**config.mk**
```make
export PLATFORM = sky130hd
export DESIGN_NAME = axi_remap_ctrl
export DESIGN_NICKNAME = d
export VERILOG_FILES = /design/src/rtl/axi_remap_ctrl.sv
export SDC_FILE = /design/constraint.sdc
export NUM_CORES = 1
export LEC_CHECK = 0
export ABC_AREA = 1
export BUFFER_PORTS_ARGS = -buffer_cell sky130_fd_sc_hd__buf_2
export CAP_MARGIN = 20
export CORE_MARGIN = 5
export CORE_UTILIZATION = 30
export DETAILED_ROUTE_END_ITERATION = 12
export GPL_ROUTABILITY_DRIVEN = 0
export MAX_ROUTING_LAYER = met4
export SLEW_MARGIN = 20
export SYNTH_ARGS = -nofsm -noshare
export SYNTH_HDL_FRONTEND = slang
export SYNTH_SLANG_ARGS = --single-unit
export TNS_END_PERCENT = 50
```
**constraint.sdc**
```tcl
create_clock -name clk_i -period 13.9 [get_ports clk_i]
set_input_delay 0.695 -clock clk_i [delete_from_list [all_inputs] [get_ports clk_i]]
set_output_delay 0.695 -clock clk_i [all_outputs]
set_load 0.1 [all_outputs]
```
**src/rtl/axi_remap_ctrl.sv**
```systemverilog
// axi_remap_ctrl: rule-based AW/AR address remapper with a quiesce-then-update
// reconfiguration sequencer. Table updates arrive on a req/gnt port; before a
// rule is written, new AW/AR requests are gated (only when gating is legal)
// and outstanding writes/reads are drained, so no transaction sees two maps.
//
// Valid/ready semantics: a channel transfers on a cycle where valid & ready
// are both high. A valid, once raised, stays high until that transfer, so a
// stall may only rise when the channel has no unaccepted valid this cycle
// (!valid | ready).
//
// Optional feature macro: AXI_REMAP_CTRL_TIMEOUT_EN (drain timeout -> ABORT).
module axi_remap_ctrl #(
  parameter int ADDR_WIDTH    = 32,
  parameter int NUM_RULES     = 4,
  parameter int MAX_TXNS      = 8,
  parameter int DRAIN_TIMEOUT = 1024
) (
  input  logic                                       clk_i,
  input  logic                                       rst_i,
  input  logic                                       aw_valid_i,
  input  logic                                       aw_ready_i,
  input  logic                                       ar_valid_i,
  input  logic                                       ar_ready_i,
  input  logic                                       b_valid_i,
  input  logic                                       b_ready_i,
  input  logic                                       r_valid_i,
  input  logic                                       r_ready_i,
  input  logic                                       r_last_i,
  input  logic [ADDR_WIDTH-1:0]                      aw_addr_in_i,
  input  logic [ADDR_WIDTH-1:0]                      ar_addr_in_i,
  output logic [ADDR_WIDTH-1:0]                      aw_addr_out_o,
  output logic [ADDR_WIDTH-1:0]                      ar_addr_out_o,
  output logic                                       aw_stall_o,
  output logic                                       ar_stall_o,
  input  logic                                       cfg_req_i,
  input  logic [((NUM_RULES > 1) ? $clog2(NUM_RULES) : 1)-1:0] cfg_idx_i,
  input  logic                                       cfg_en_i,
  input  logic [ADDR_WIDTH-1:0]                      cfg_base_i,
  input  logic [ADDR_WIDTH-1:0]                      cfg_mask_i,
  input  logic [ADDR_WIDTH-1:0]                      cfg_target_i,
  output logic                                       cfg_gnt_o,
  output logic                                       cfg_err_o,
  output logic                                       busy_o
);

  localparam int IW = (NUM_RULES > 1) ? $clog2(NUM_RULES) : 1;
  localparam int CW = $clog2(MAX_TXNS + 1);
  localparam logic [IW:0]   NUM_RULES_L = (IW + 1)'(NUM_RULES);
  localparam logic [CW-1:0] MAX_TXNS_L  = CW'(MAX_TXNS);

  typedef enum logic [1:0] {
    S_IDLE   = 2'd0,
    S_DRAIN  = 2'd1,
    S_UPDATE = 2'd2,
    S_ABORT  = 2'd3
  } state_t;

  state_t                state_q, state_d;
  logic [CW-1:0]         aw_cnt_q, aw_cnt_d;
  logic [CW-1:0]         ar_cnt_q, ar_cnt_d;
  logic                  aw_stall_q, aw_stall_d;
  logic                  ar_stall_q, ar_stall_d;
  logic [NUM_RULES-1:0]  en_q;
  logic [ADDR_WIDTH-1:0] base_q   [NUM_RULES];
  logic [ADDR_WIDTH-1:0] mask_q   [NUM_RULES];
  logic [ADDR_WIDTH-1:0] target_q [NUM_RULES];

  logic aw_inc, aw_dec, ar_inc, ar_dec;
  logic drain_req, tbl_we, idx_ok;

  assign aw_inc = aw_valid_i & aw_ready_i;
  assign aw_dec = b_valid_i & b_ready_i;
  assign ar_inc = ar_valid_i & ar_ready_i;
  assign ar_dec = r_valid_i & r_ready_i & r_last_i;
  assign idx_ok = ({1'b0, cfg_idx_i} < NUM_RULES_L);

  // Lowest-index hit wins: scan from the top so lower rules overwrite.
  function automatic logic [ADDR_WIDTH-1:0] xlate(input logic [ADDR_WIDTH-1:0] a);
    logic [ADDR_WIDTH-1:0] r;
    r = a;
    for (int k = NUM_RULES - 1; k >= 0; k--) begin
      if (en_q[k] && ((a & mask_q[k]) == (base_q[k] & mask_q[k]))) begin
        r = (target_q[k] & mask_q[k]) | (a & ~mask_q[k]);
      end
    end
    return r;
  endfunction

  // Zero-latency address translation through the current rule table.
  always_comb begin
    aw_addr_out_o = xlate(aw_addr_in_i);
    ar_addr_out_o = xlate(ar_addr_in_i);
  end

  // Outstanding-transaction counters; a simultaneous +1/-1 cancels, and a
  // decrement with nothing outstanding holds at zero.
  always_comb begin
    aw_cnt_d = aw_cnt_q;
    ar_cnt_d = ar_cnt_q;
    if (aw_inc && !aw_dec)                        aw_cnt_d = aw_cnt_q + CW'(1);
    else if (aw_dec && !aw_inc && aw_cnt_q != '0) aw_cnt_d = aw_cnt_q - CW'(1);
    if (ar_inc && !ar_dec)                        ar_cnt_d = ar_cnt_q + CW'(1);
    else if (ar_dec && !ar_inc && ar_cnt_q != '0) ar_cnt_d = ar_cnt_q - CW'(1);
  end

`ifdef AXI_REMAP_CTRL_TIMEOUT_EN
  localparam int TW = $clog2(DRAIN_TIMEOUT + 1);
  localparam logic [TW-1:0] TMO_LAST = TW'(DRAIN_TIMEOUT - 1);
  logic [TW-1:0] tmo_q, tmo_d;

  // Drain cycle counter: zero on DRAIN entry, counts every DRAIN cycle.
  always_comb begin
    tmo_d = '0;
    if (state_q == S_DRAIN) tmo_d = tmo_q + TW'(1);
  end

  // Drain cycle counter register.
  always_ff @(posedge clk_i) begin
    if (rst_i) tmo_q <= '0;
    else       tmo_q <= tmo_d;
  end
`endif

  // Sequencer next state and grant/error outputs.
  always_comb begin
    state_d   = state_q;
    drain_req = 1'b0;
    tbl_we    = 1'b0;
    cfg_gnt_o = 1'b0;
    cfg_err_o = 1'b0;
    unique case (state_q)
      S_IDLE: begin
        if (cfg_req_i) begin
          state_d   = S_DRAIN;
          drain_req = 1'b1;
        end
      end
      S_DRAIN: begin
        drain_req = 1'b1;
        if (aw_stall_q && ar_stall_q && aw_cnt_q == '0 && ar_cnt_q == '0) begin
          state_d = S_UPDATE;
        end
`ifdef AXI_REMAP_CTRL_TIMEOUT_EN
        else if (tmo_q == TMO_LAST) begin
          state_d = S_ABORT;
        end
`endif
      end
      S_UPDATE: begin
        cfg_gnt_o = 1'b1;
        cfg_err_o = !idx_ok;
        tbl_we    = idx_ok;
        state_d   = S_IDLE;
      end
      S_ABORT: begin
        cfg_gnt_o = 1'b1;
        cfg_err_o = 1'b1;
        state_d   = S_IDLE;
      end
      default: state_d = S_IDLE;
    endcase
  end

  // Stall requests (drain or saturation at the post-edge count), raised only
  // when the channel holds no unaccepted valid; lowering is always allowed.
  always_comb begin
    aw_stall_d = (drain_req || aw_cnt_d == MAX_TXNS_L) &&
                 (aw_stall_q || !aw_valid_i || aw_ready_i);
    ar_stall_d = (drain_req || ar_cnt_d == MAX_TXNS_L) &&
                 (ar_stall_q || !ar_valid_i || ar_ready_i);
  end

  // State, counters, stalls and rule enables.
  always_ff @(posedge clk_i) begin
    if (rst_i) begin
      state_q    <= S_IDLE;
      aw_cnt_q   <= '0;
      ar_cnt_q   <= '0;
      aw_stall_q <= 1'b0;
      ar_stall_q <= 1'b0;
      en_q       <= '0;
    end else begin
      state_q    <= state_d;
      aw_cnt_q   <= aw_cnt_d;
      ar_cnt_q   <= ar_cnt_d;
      aw_stall_q <= aw_stall_d;
      ar_stall_q <= ar_stall_d;
      if (tbl_we) en_q[cfg_idx_i] <= cfg_en_i;
    end
  end

  // Rule contents carry no reset; only the enables matter after reset.
  always_ff @(posedge clk_i) begin
    if (tbl_we) begin
      base_q[cfg_idx_i]   <= cfg_base_i;
      mask_q[cfg_idx_i]   <= cfg_mask_i;
      target_q[cfg_idx_i] <= cfg_target_i;
    end
  end

  assign aw_stall_o = aw_stall_q;
  assign ar_stall_o = ar_stall_q;
  assign busy_o     = (state_q != S_IDLE);

`ifndef SYNTHESIS
  // Responses must never outnumber accepted requests.
  always_ff @(posedge clk_i) begin
    if (!rst_i) begin
      assert (!(aw_dec && !aw_inc && aw_cnt_q == '0));
      assert (!(ar_dec && !ar_inc && ar_cnt_q == '0));
      assert (DRAIN_TIMEOUT > 0);
    end
  end
`endif

endmodule
```
# --- After elaboration in Yosys (flattened, before gate mapping) ---
# Memories as Yosys holds them, arrays and structs flattened.
# Index checks and enable logic that the tools add are counted.
# Widths: inputs -> output; s select.
op_classes:
  bitwise_logic: 41
  n_lt_le_gt_ge: 2
  addsub: 4
  n_eq_ne: 15
  reduce_logical: 40
  muxes: 25
ops:
  columns: ["operator", "count"]
  rows:
  - ["$and 32x32->32", 24]
  - ["$eq 32x32->1", 8]
  - ["$mux 32", 8]
  - ["$or 32x32->32", 8]
  - ["$not 32->32", 4]
  - ["$logic_and 1x1->1", 20]
  - ["$mux 4", 4]
  - ["$add 4x1->4 const B", 2]
  - ["$eq 4x4->1 const B", 2]
  - ["$logic_not 4->1", 2]
  - ["$reduce_bool 4->1", 2]
  - ["$sub 4x1->4 const B", 2]
  - ["$mux 1", 7]
  - ["$logic_not 1->1", 6]
  - ["$logic_or 1x1->1", 6]
  - ["$pmux 2 s3", 1]
  - ["$and 1x1->1", 5]
  - ["$bwmux 4", 1]
  - ["$eq 2x2->1 const B", 2]
  - ["$mux 2", 2]
  - ["$ne 2x2->1 const B", 2]
  - ["$lt 2x3->1 const B", 1]
  - ["$demux 1 s2", 1]
  - ["$eq 2x1->1 const B", 1]
  - ["other kinds (6)", 6]
totals:
  register_bits: 16
  out_inout_bits: 69
  memories: 3
  mem_bits_rw: 384
memory_table:
  columns: ["memory", "depth", "width", "read_ports", "rd_clocked_by_memory_dff", "write_ports", "line_no", "rtl"]
  rows:
  - ["base_q", 4, 32, 4, 0, 1, "64", "logic [ADDR_WIDTH-1:0] base_q [NUM_RULES];"]
  - ["mask_q", 4, 32, 4, 0, 1, "65", "logic [ADDR_WIDTH-1:0] mask_q [NUM_RULES];"]
  - ["target_q", 4, 32, 4, 0, 1, "66", "logic [ADDR_WIDTH-1:0] target_q [NUM_RULES];"]

# --- Depth between registers and ports, before layout ---
# Gate-level depths: netlist of run 1.
depth:
  depth_word: 9
  depth_mapped: 16

# --- Worst setup path before layout of run 1 ---
# Ideal clock, no wire load.
synth_timing:
  kind: "input port to flip-flop"
  startpoint: "input port cfg_idx_i[0] (netlist bit)"
  endpoint: "register en_q[0]"
  n_path_buf: 0
  required_ns: 13.800
  arrival_ns: 8.055
  stages: 3
  path_slack_ns: 5.745
  path_cell_list: "nor3_1 -> o21ai_0 -> a21oi_1"
synth_via:
  elab_chain_cells: 5
  elab_cells_between_ends: 6
synth_rtl:
  columns: ["item", "line_no", "rtl"]
  rows:
  - ["start, declared", "36", "input logic [((NUM_RULES > 1) ? $clog2(NUM_RULES) : 1)-1:0] cfg_idx_i,"]
  - ["$lt 2x3->1 (not written as such) / $ge 2x1->1 (equally long branches)", "188", "if (tbl_we) en_q[cfg_idx_i] <= cfg_en_i;"]
  - ["$logic_and 1x1->1 (not written as such)", "188", null]
  - ["$mux 1 (not written as such)", "188", null]
  - ["$demux 1 s2 (*)", "188", null]
  - ["$bwmux 4 (*)", "188", null]
  - ["end signal, assigned by index", "188", null]
  - ["end, declared", "63", "logic [NUM_RULES-1:0] en_q;"]
# Every way passes the cells marked *; elsewhere a longest branch is shown, timed or not.
# A chain may end at the register's enable or synchronous reset.

==> summary.md, run 1 <==
| Metric | Value |
|---|---|
| Syn Nets | `approximately 3200` |
| Syn. warnings | `0` |
| Final Hold Fails | `0` |
| CTS H-tree depth | `2` |
| Cells after Synth | `about 3000` |
| Worst-path fanout max | `34` |
| Boundary Pins | `~240` |
| Slowest-stage cell, CP | `nor2_4` |
| Overall Global Routing Usage | `between 20% and 30%` |
| Vias in the first global route | `between 20000 and 25000` |
| Vias per inst | `5.39` |
| Antenna violations before repair | `24` |
| Synth cell types | `40` |
| Maximum capacitance violations | `0` |
| Seq/Total Area, Yosys | `49.9%` |
| Final count of negative-setup-slack endpoints | `0` |
| Min-delay worst type | `in -> reg` |
| Cell mode on critical path | `nand2_1` |
| Tot Pwr | `between 2 and 3 mW` |
| Layout cell share with drive strength beyond 1 | `11.8%` |
| Die area | `0.0848 mm^2` |
| Hold Buf Count CTS | `0` |
| Critical path capture point type | `primary output` |
| CP required | `around 13000 ps` |
| Number of synthesized flops with an enable pin | `between 300 and 400` |
| TNS Setup | `0 ps` |
| Total gr overflow | `0` |
| Top_reg_cell synth | `edfxtp_1` |
| TritonRoute pass-1 iters | `8` |
| Global routing's busiest layer | `met2` |
| Reg clk slew, reported paths | `roughly 60 ps` |
| Pwr Density | `~110 mW/mm^2` |
| Critical path's largest stage delay | `roughly 790 ps` |
| Startpoint types | `flip-flop` |
| CTS tree | `done` |
| Layout area overhead | `15.3%` |
| Ys async rst share | `0%` |
| Achievable Freq | `between 150 and 200 MHz` |
| Die H | `around 290 um` |
| Post-DP Area | `about 0.026 mm^2` |
| Largest net degree at the start of global routing | `57` |
| Total Nets Final | `about 3400` |
| Synthesized area per cell | `approximately 7.9 um^2` |
| DRC | `0` |
| Starting DRT DRC Count | `2961` |
| Core area | `0.0787 mm^2` |
| Hpwl dp | `73.3 mm` |
| IR drop worst, VDD | `approximately 0.088 mV` |
| Final Cell Area | `between 0.02 and 0.03 mm^2` |
| Initial Utilization | `a little under a third` |
| #FFs+latches synth | `400` |
| Final slew viol count | `0` |
| Grt met2 use | `a little over a third` |
| Clk root buf | `clkbuf_16` |
| TritonCTS Buffers | `47` |
| Core Rows | `between 100 and 150` |
| Final WL | `99.6 mm` |
| First-pass GRT wire length | `141 mm` |
| Crit path kind | `reg -> out` |
| Met1 usage | `28.5%` |
| Synthesized cell area | `0.0237 mm^2` |
| Die Wd | `about 290 um` |
| IO buf count | `roughly 240` |
| Post CTS Setup Buffer Count | `0` |
| Crit path time final | `slightly above 5000 ps` |
| Clk_skew | `18.4 ps` |
| Period utilisation layout | `between 30 and 40%` |
| Leakage | `11.9 nW` |
| Via Count | `around 23000` |
| WL/cell | `around 23 um` |
| Slew HR | `a little under a quarter` |
| RSZ-0062 raised after global routing | `false` |
| Post-DRT Antenna Nets | `0` |
| Slew @ Worst Pin | `1160 ps` |
| Status | `finished, final reports clean` |
| Arr. time, crit path | `around 4400 ps` |
| CTS Buffer Depth | `3` |
| CTS Sinks | `400` |
| Worst skew pair latency | `600 ps` |
| Met3 Use GR | `5.56%` |
| # fillers | `between 8000 and 9000` |
| Cts repair resizes | `0` |
| Crit-path cells | `nand2_1 > nor2_1 > a31oi_1 > nand4_1 > nor2_1 > nand3_1 > nor2_4 > buf_4 > nand2_1 > nand2_1 > buf_2` |
==> routing by layer <==
metal,routed length (um),part of all wire [%]
met4,4430,4.4
met3,11900,12
met1,37600,38
met2,45700,46
met5,0,0
==> layout make-up <==
class / instances / area (um^2) / share of cell area [%]
Clock buffer: 51 / 1230 / 4.51
Clock inverter: 32 / 312 / 1.14
Inverter: 376 / 1410 / 5.16
Timing Repair Buffer: 268 / 1400 / 5.13
Tap cell: 1050 / 1310 / 4.80
Antenna cell: 22 / 55.1 / 0.201
Sequential cell: 400 / 11900 / 43.3
Multi-Input combinational cell: 2115 / 9790 / 35.8
==> Yosys cell counts, types with 4 or more instances <==
master | instances | share of area [%]
a21oi_1 | 204 | 4.3
buf_2 | 77 | 1.6
buf_4 | 22 | 0.70
buf_6 | 11 | 0.52
clkbuf_1 | 9 | 0.14
dfxtp_1 | 16 | 1.3
edfxtp_1 | 384 | 49
ha_1 | 4 | 0.21
inv_1 | 354 | 5.6
inv_2 | 22 | 0.35
nand2_1 | 744 | 12
nand3_1 | 517 | 11
nand4_1 | 92 | 2.4
nor2_1 | 249 | 3.9
nor2_4 | 7 | 0.33
nor3_1 | 31 | 0.65
o2111ai_1 | 9 | 0.33
o21a_1 | 23 | 0.73
o21ai_0 | 188 | 4.0
o21ai_1 | 4 | 0.084
o22ai_1 | 7 | 0.18
xnor2_1 | 4 | 0.15
xor2_1 | 5 | 0.18
==> sequential cells by signal, indices dropped and copies added (netlist names), 2 cells and up <==
signal,count
base_q,128
mask_q,128
target_q,128
ar_cnt_q,4
aw_cnt_q,4
en_q,4
state_q,2
==> metrics by stage <==
stage               worst slack, ps  cells  utilization, %  hold WS (ps)
floorplan                      5740   3014               -           476
global placement               9140   4209            32.7           494
detailed placement             9160   4209            32.7           501
CTS                            8870   4292            34.7           289
global route                   8630   4312            34.7           302
finish                         8780   4314            34.8           316
==> placed cells by master, fill, tap and decap left out, types with 3 or more instances in the layout <==
master	n
o21ai_1	4
diode_2	22
nand2_1	744
o2111ai_1	9
o211ai_1	3
clkinvlp_4	3
inv_1	354
clkinv_1	11
ha_1	4
nor3_2	4
nor3_1	27
clkbuf_16	49
clkinv_2	10
o21a_1	23
o22ai_1	7
o21ai_0	188
buf_4	25
nor2_1	248
xor2_1	5
dfxtp_1	15
nor3b_1	3
bufinv_16	6
nand3_2	5
inv_2	22
nand4_1	92
a21oi_1	204
buf_2	243
nor2_4	9
edfxtp_1	384
nand3_1	515
xnor2_1	4
==> critical path, delay by kind of cell, from the launching register on <==
kind                   cells  cell delay [ps]
AND/OR/NAND/NOR            8             1840
buffers and inverters      2             1030
flip-flops                 1              510
AO/OA/AOI/OAI              1              370
==> logic make-up after synthesis <==
family / synth area share, %
AO/OA/AOI/OAI: 9.85
XOR/XNOR: 0.332
adder cells (fa/ha/maj): 0.211
buffers and inverters: 9.02
flip-flops: 49.9
multiplexers: 0.0422
AND/OR/NAND/NOR: 30.6
==> where the power goes <==
part / total [mW] / internal, mW / leakage (nW) / switching (mW)
clock: 1.26 / 0.747 / 0.756 / 0.515
combinational: 0.285 / 0.0639 / 7.57 / 0.221
sequential: 1.33 / 1.32 / 3.58 / 0.00450
==> worst paths after layout <==
kind	start	endpoint	slack, ps	cells past startpoint
worst max-delay path	mask_q[0][28]	aw_addr_out_o[7]	8780	11
worst min-delay path	cfg_target_i[5]	target_q[3][5]	320	1
worst max register to register	state_q[1]	target_q[2][17]	11250	6
worst min register to register	state_q[0]	state_q[1]	510	2
Note: power is estimated with default switching activity, not from simulation.
==> run 2: changes to the inputs <==
==> constraint.sdc (replaced) <==
create_clock -name clk_i -period 5 [get_ports clk_i]
set_input_delay 0.25 -clock clk_i [delete_from_list [all_inputs] [get_ports clk_i]]
set_output_delay 0.25 -clock clk_i [all_outputs]
set_load 0.1 [all_outputs]
==> run 2 against run 1 <==
The flow now finishes with violations (design-rule violations); first-iteration DRC count grew 2.6%; power grew to 2.9 times the previous value; worst hold slack lost 110 ps; sequential power grew to 2.8 times the previous value; count of clock-buffer cells in the layout grew 5; register-to-register slack lost 8100 ps; via count grew 2.1%; sequential share of layout area shrank 1.9 points; flip-flop and latch count is the same; global-route usage grew 0.26 points.
==> summary.md, run 2 (same netlist as run 1, synthesis figures left out) <==
| Metric | Value |
|---|---|
| Status | `finished, violations left` |
| Failing checks | `design-rule violations` |
| Core Util, Final | `a little over a third` |
| CTS tree | `done` |
| Overall Global Routing Usage | `between 20% and 30%` |
| Vias in the first global route | `approximately 22000` |
| Clock power share | `44.8%` |
| R2R cell count | `5` |
| Seq pwr share | `around 45%` |
| Pwr Density | `a little under 300 mW/mm^2` |
| Die area | `around 0.085 mm^2` |
| Fin cells | `approximately 4400` |
| TritonCTS Buffers | `47` |
| IR drop worst, VDD | `~0.22 mV` |
| Worst hold path cell count | `6` |
| Clk_skew | `19.9 ps` |
| Final slew viol count | `0` |
| Comb pwr share | `between 10% and 20%` |
| Top Registers | `base_q x128, mask_q x128, target_q x128` |
| # fillers | `~8100` |
| Arr. time, crit path | `roughly 4100 ps` |
| Most frequent cells in the layout | `nand2_1 (744), nand3_1 (515), edfxtp_1 (384)` |
| WL/cell | `between 20 and 25 um` |
| Slew @ Worst Pin | `around 820 ps` |
| Fin worst setup slack | `699 ps` |
| Initial Utilization | `30.1%` |
| Clk root buf | `clkbuf_16` |
| Crit path kind | `reg -> out` |
| Post-DRT Antenna Nets | `0` |
| Starting DRT DRC Count | `3039` |
| Grt met2 use | `between 30% and 40%` |
| CTS Sinks | `400` |
| Hpwl dp | `between 70 and 80 mm` |
| TritonRoute pass-1 iters | `10` |
| Worst skew pair latency | `between 600 and 700 ps` |
| Antenna violations before repair | `19` |
| IO buf count | `approximately 240` |
| Switching share of total power | `between 20% and 30%` |
| Setup Slack @ Placement | `1430 ps` |
| Vias per inst | `5.37` |
| Total Nets Final | `about 3500` |
| Layout cell share with drive strength beyond 1 | `about an eighth` |
| Core Rows | `~100` |
| Leakage | `12.4 nW` |
| Pint | `6.14 mW` |
| RSZ-0062 raised after global routing | `false` |
| Commonest non-fill, non-tap cell in the layout | `nand2_1` |
| CTS H-tree depth | `2` |
| Min-delay worst type | `in -> reg` |
| Maximum capacitance violations | `0` |
| Via Count | `about 24000` |
| Slew HR | `between 40 and 50%` |
| First-pass GRT wire length | `~140 mm` |
| Reg clk slew, reported paths | `60 ps` |
| Crit path time final | `around 4300 ps` |
| Achievable Freq | `232 MHz` |
| DRC | `2` |
| Die Wd | `~290 um` |
| Post CTS Setup Buffer Count | `0` |
| Met1 usage | `28.3%` |
| Inst Count DP | `approximately 4200` |
| Critical path capture point type | `primary output` |
| Final WL | `100 mm` |
| Worst-path fanout max | `25` |
| Total gr overflow | `0` |
| Period utilisation layout | `86.0%` |
| Largest net degree at the start of global routing | `99` |
| NetSw | `approximately 2.1 mW` |
| Final count of negative-setup-slack endpoints | `0` |
| Layout area overhead | `20.5%` |
| Final Hold Fails | `0` |
| CP required | `between 4000 and 5000 ps` |
| Startpoint types | `flip-flop` |
| Met3 Use GR | `under 10%` |
| CTS Buffer Depth | `3` |
| Core area | `approximately 0.079 mm^2` |
| Boundary Pins | `between 200 and 250` |
| Global routing's busiest layer | `met2` |
| Die H | `slightly below 300 um` |
[run 2: cell count changes in the layout (fill, tap and decap cells not counted), moves of 3 or more]
| cell | delta |
|---|---|
| clkbuf_8 | +3 |
| buf_4 | -6 |
| dlygate4sd3_1 | +104 |
| clkbuf_1 | +3 |
| diode_2 | -4 |
| clkinv_1 | -5 |
| buf_12 | +7 |
[run 2: power groups by stage]
| stage | registers [mW] | clock network (mW) | logic, mW |
|---|---|---|---|
| global placement | 3.77 | 0 | 0.783 |
| finish | 3.69 | 3.71 | 0.865 |
| detailed placement | 3.77 | 0 | 0.785 |
| floorplan | 3.78 | 0 | 0.505 |
| CTS | 3.69 | 3.74 | 0.858 |
| global route | 3.69 | 3.88 | 0.920 |
[run 2: cell type report]
type                       instances  area [um^2]  area share [%]
antenna                           18         45.0           0.157
clock buffer                      56         1260            4.41
clock inverter                    32          397            1.39
inverter                         376         1410            4.93
multi-input combinational       2115         9790            34.2
sequential                       400        11900            41.4
tap                             1050         1310            4.59
timing repair buffer             373         2540            8.88
[run 2: layer usage]
metal	share of wire [%]	vias to the layer above
li1	-	10870
met1	38	11058
met2	45	1475
met3	12	311
met4	4.9	0
met5	0	-
[run 2: critical path: stages (launching register included)]
cell and delay, ps:
edfxtp_1 480, nand2_1 100, inv_1 50, nand2_1 90, nand2_1 60, nor2_1 90, nand4_1 180, nor2_1 360
nand3_2 630, buf_4 510, nor2_1 140, nor2_1 50, nand2_1 80, nand2_1 50, nand2_1 100, buf_2 440
[run 2: worst paths after layout]
path | end | from | slack, ps
worst min-delay path | aw_cnt_q[2] | b_ready_i | 200
worst max-delay path | ar_addr_out_o[31] | mask_q[2][7] | 700
worst max register to register | target_q[2][16] | state_q[1] | 3130
worst min register to register | state_q[1] | state_q[0] | 520
[run 2: through the flow]
step	area, um^2	power (mW)	TNS, ps	hold slack, ps
3_5_place_dp	25900	4.55	0	470
4_1_cts	28600	8.29	0	181
5_1_grt	28600	8.50	0	274
6_report	28600	8.27	0	203
3_3_place_gp	25900	4.55	0	469
2_1_floorplan	23700	4.28	-1084670	349
[run 2: what timing repair did]
| item | 4_1_cts | 5_1_grt |
|---|---|---|
| endpoints found under the hold margin | 399 | 0 |
| resized for setup | 0 | 0 |
| setup endpoints to repair | 0 | 0 |
| hold buffers | 104 | 0 |
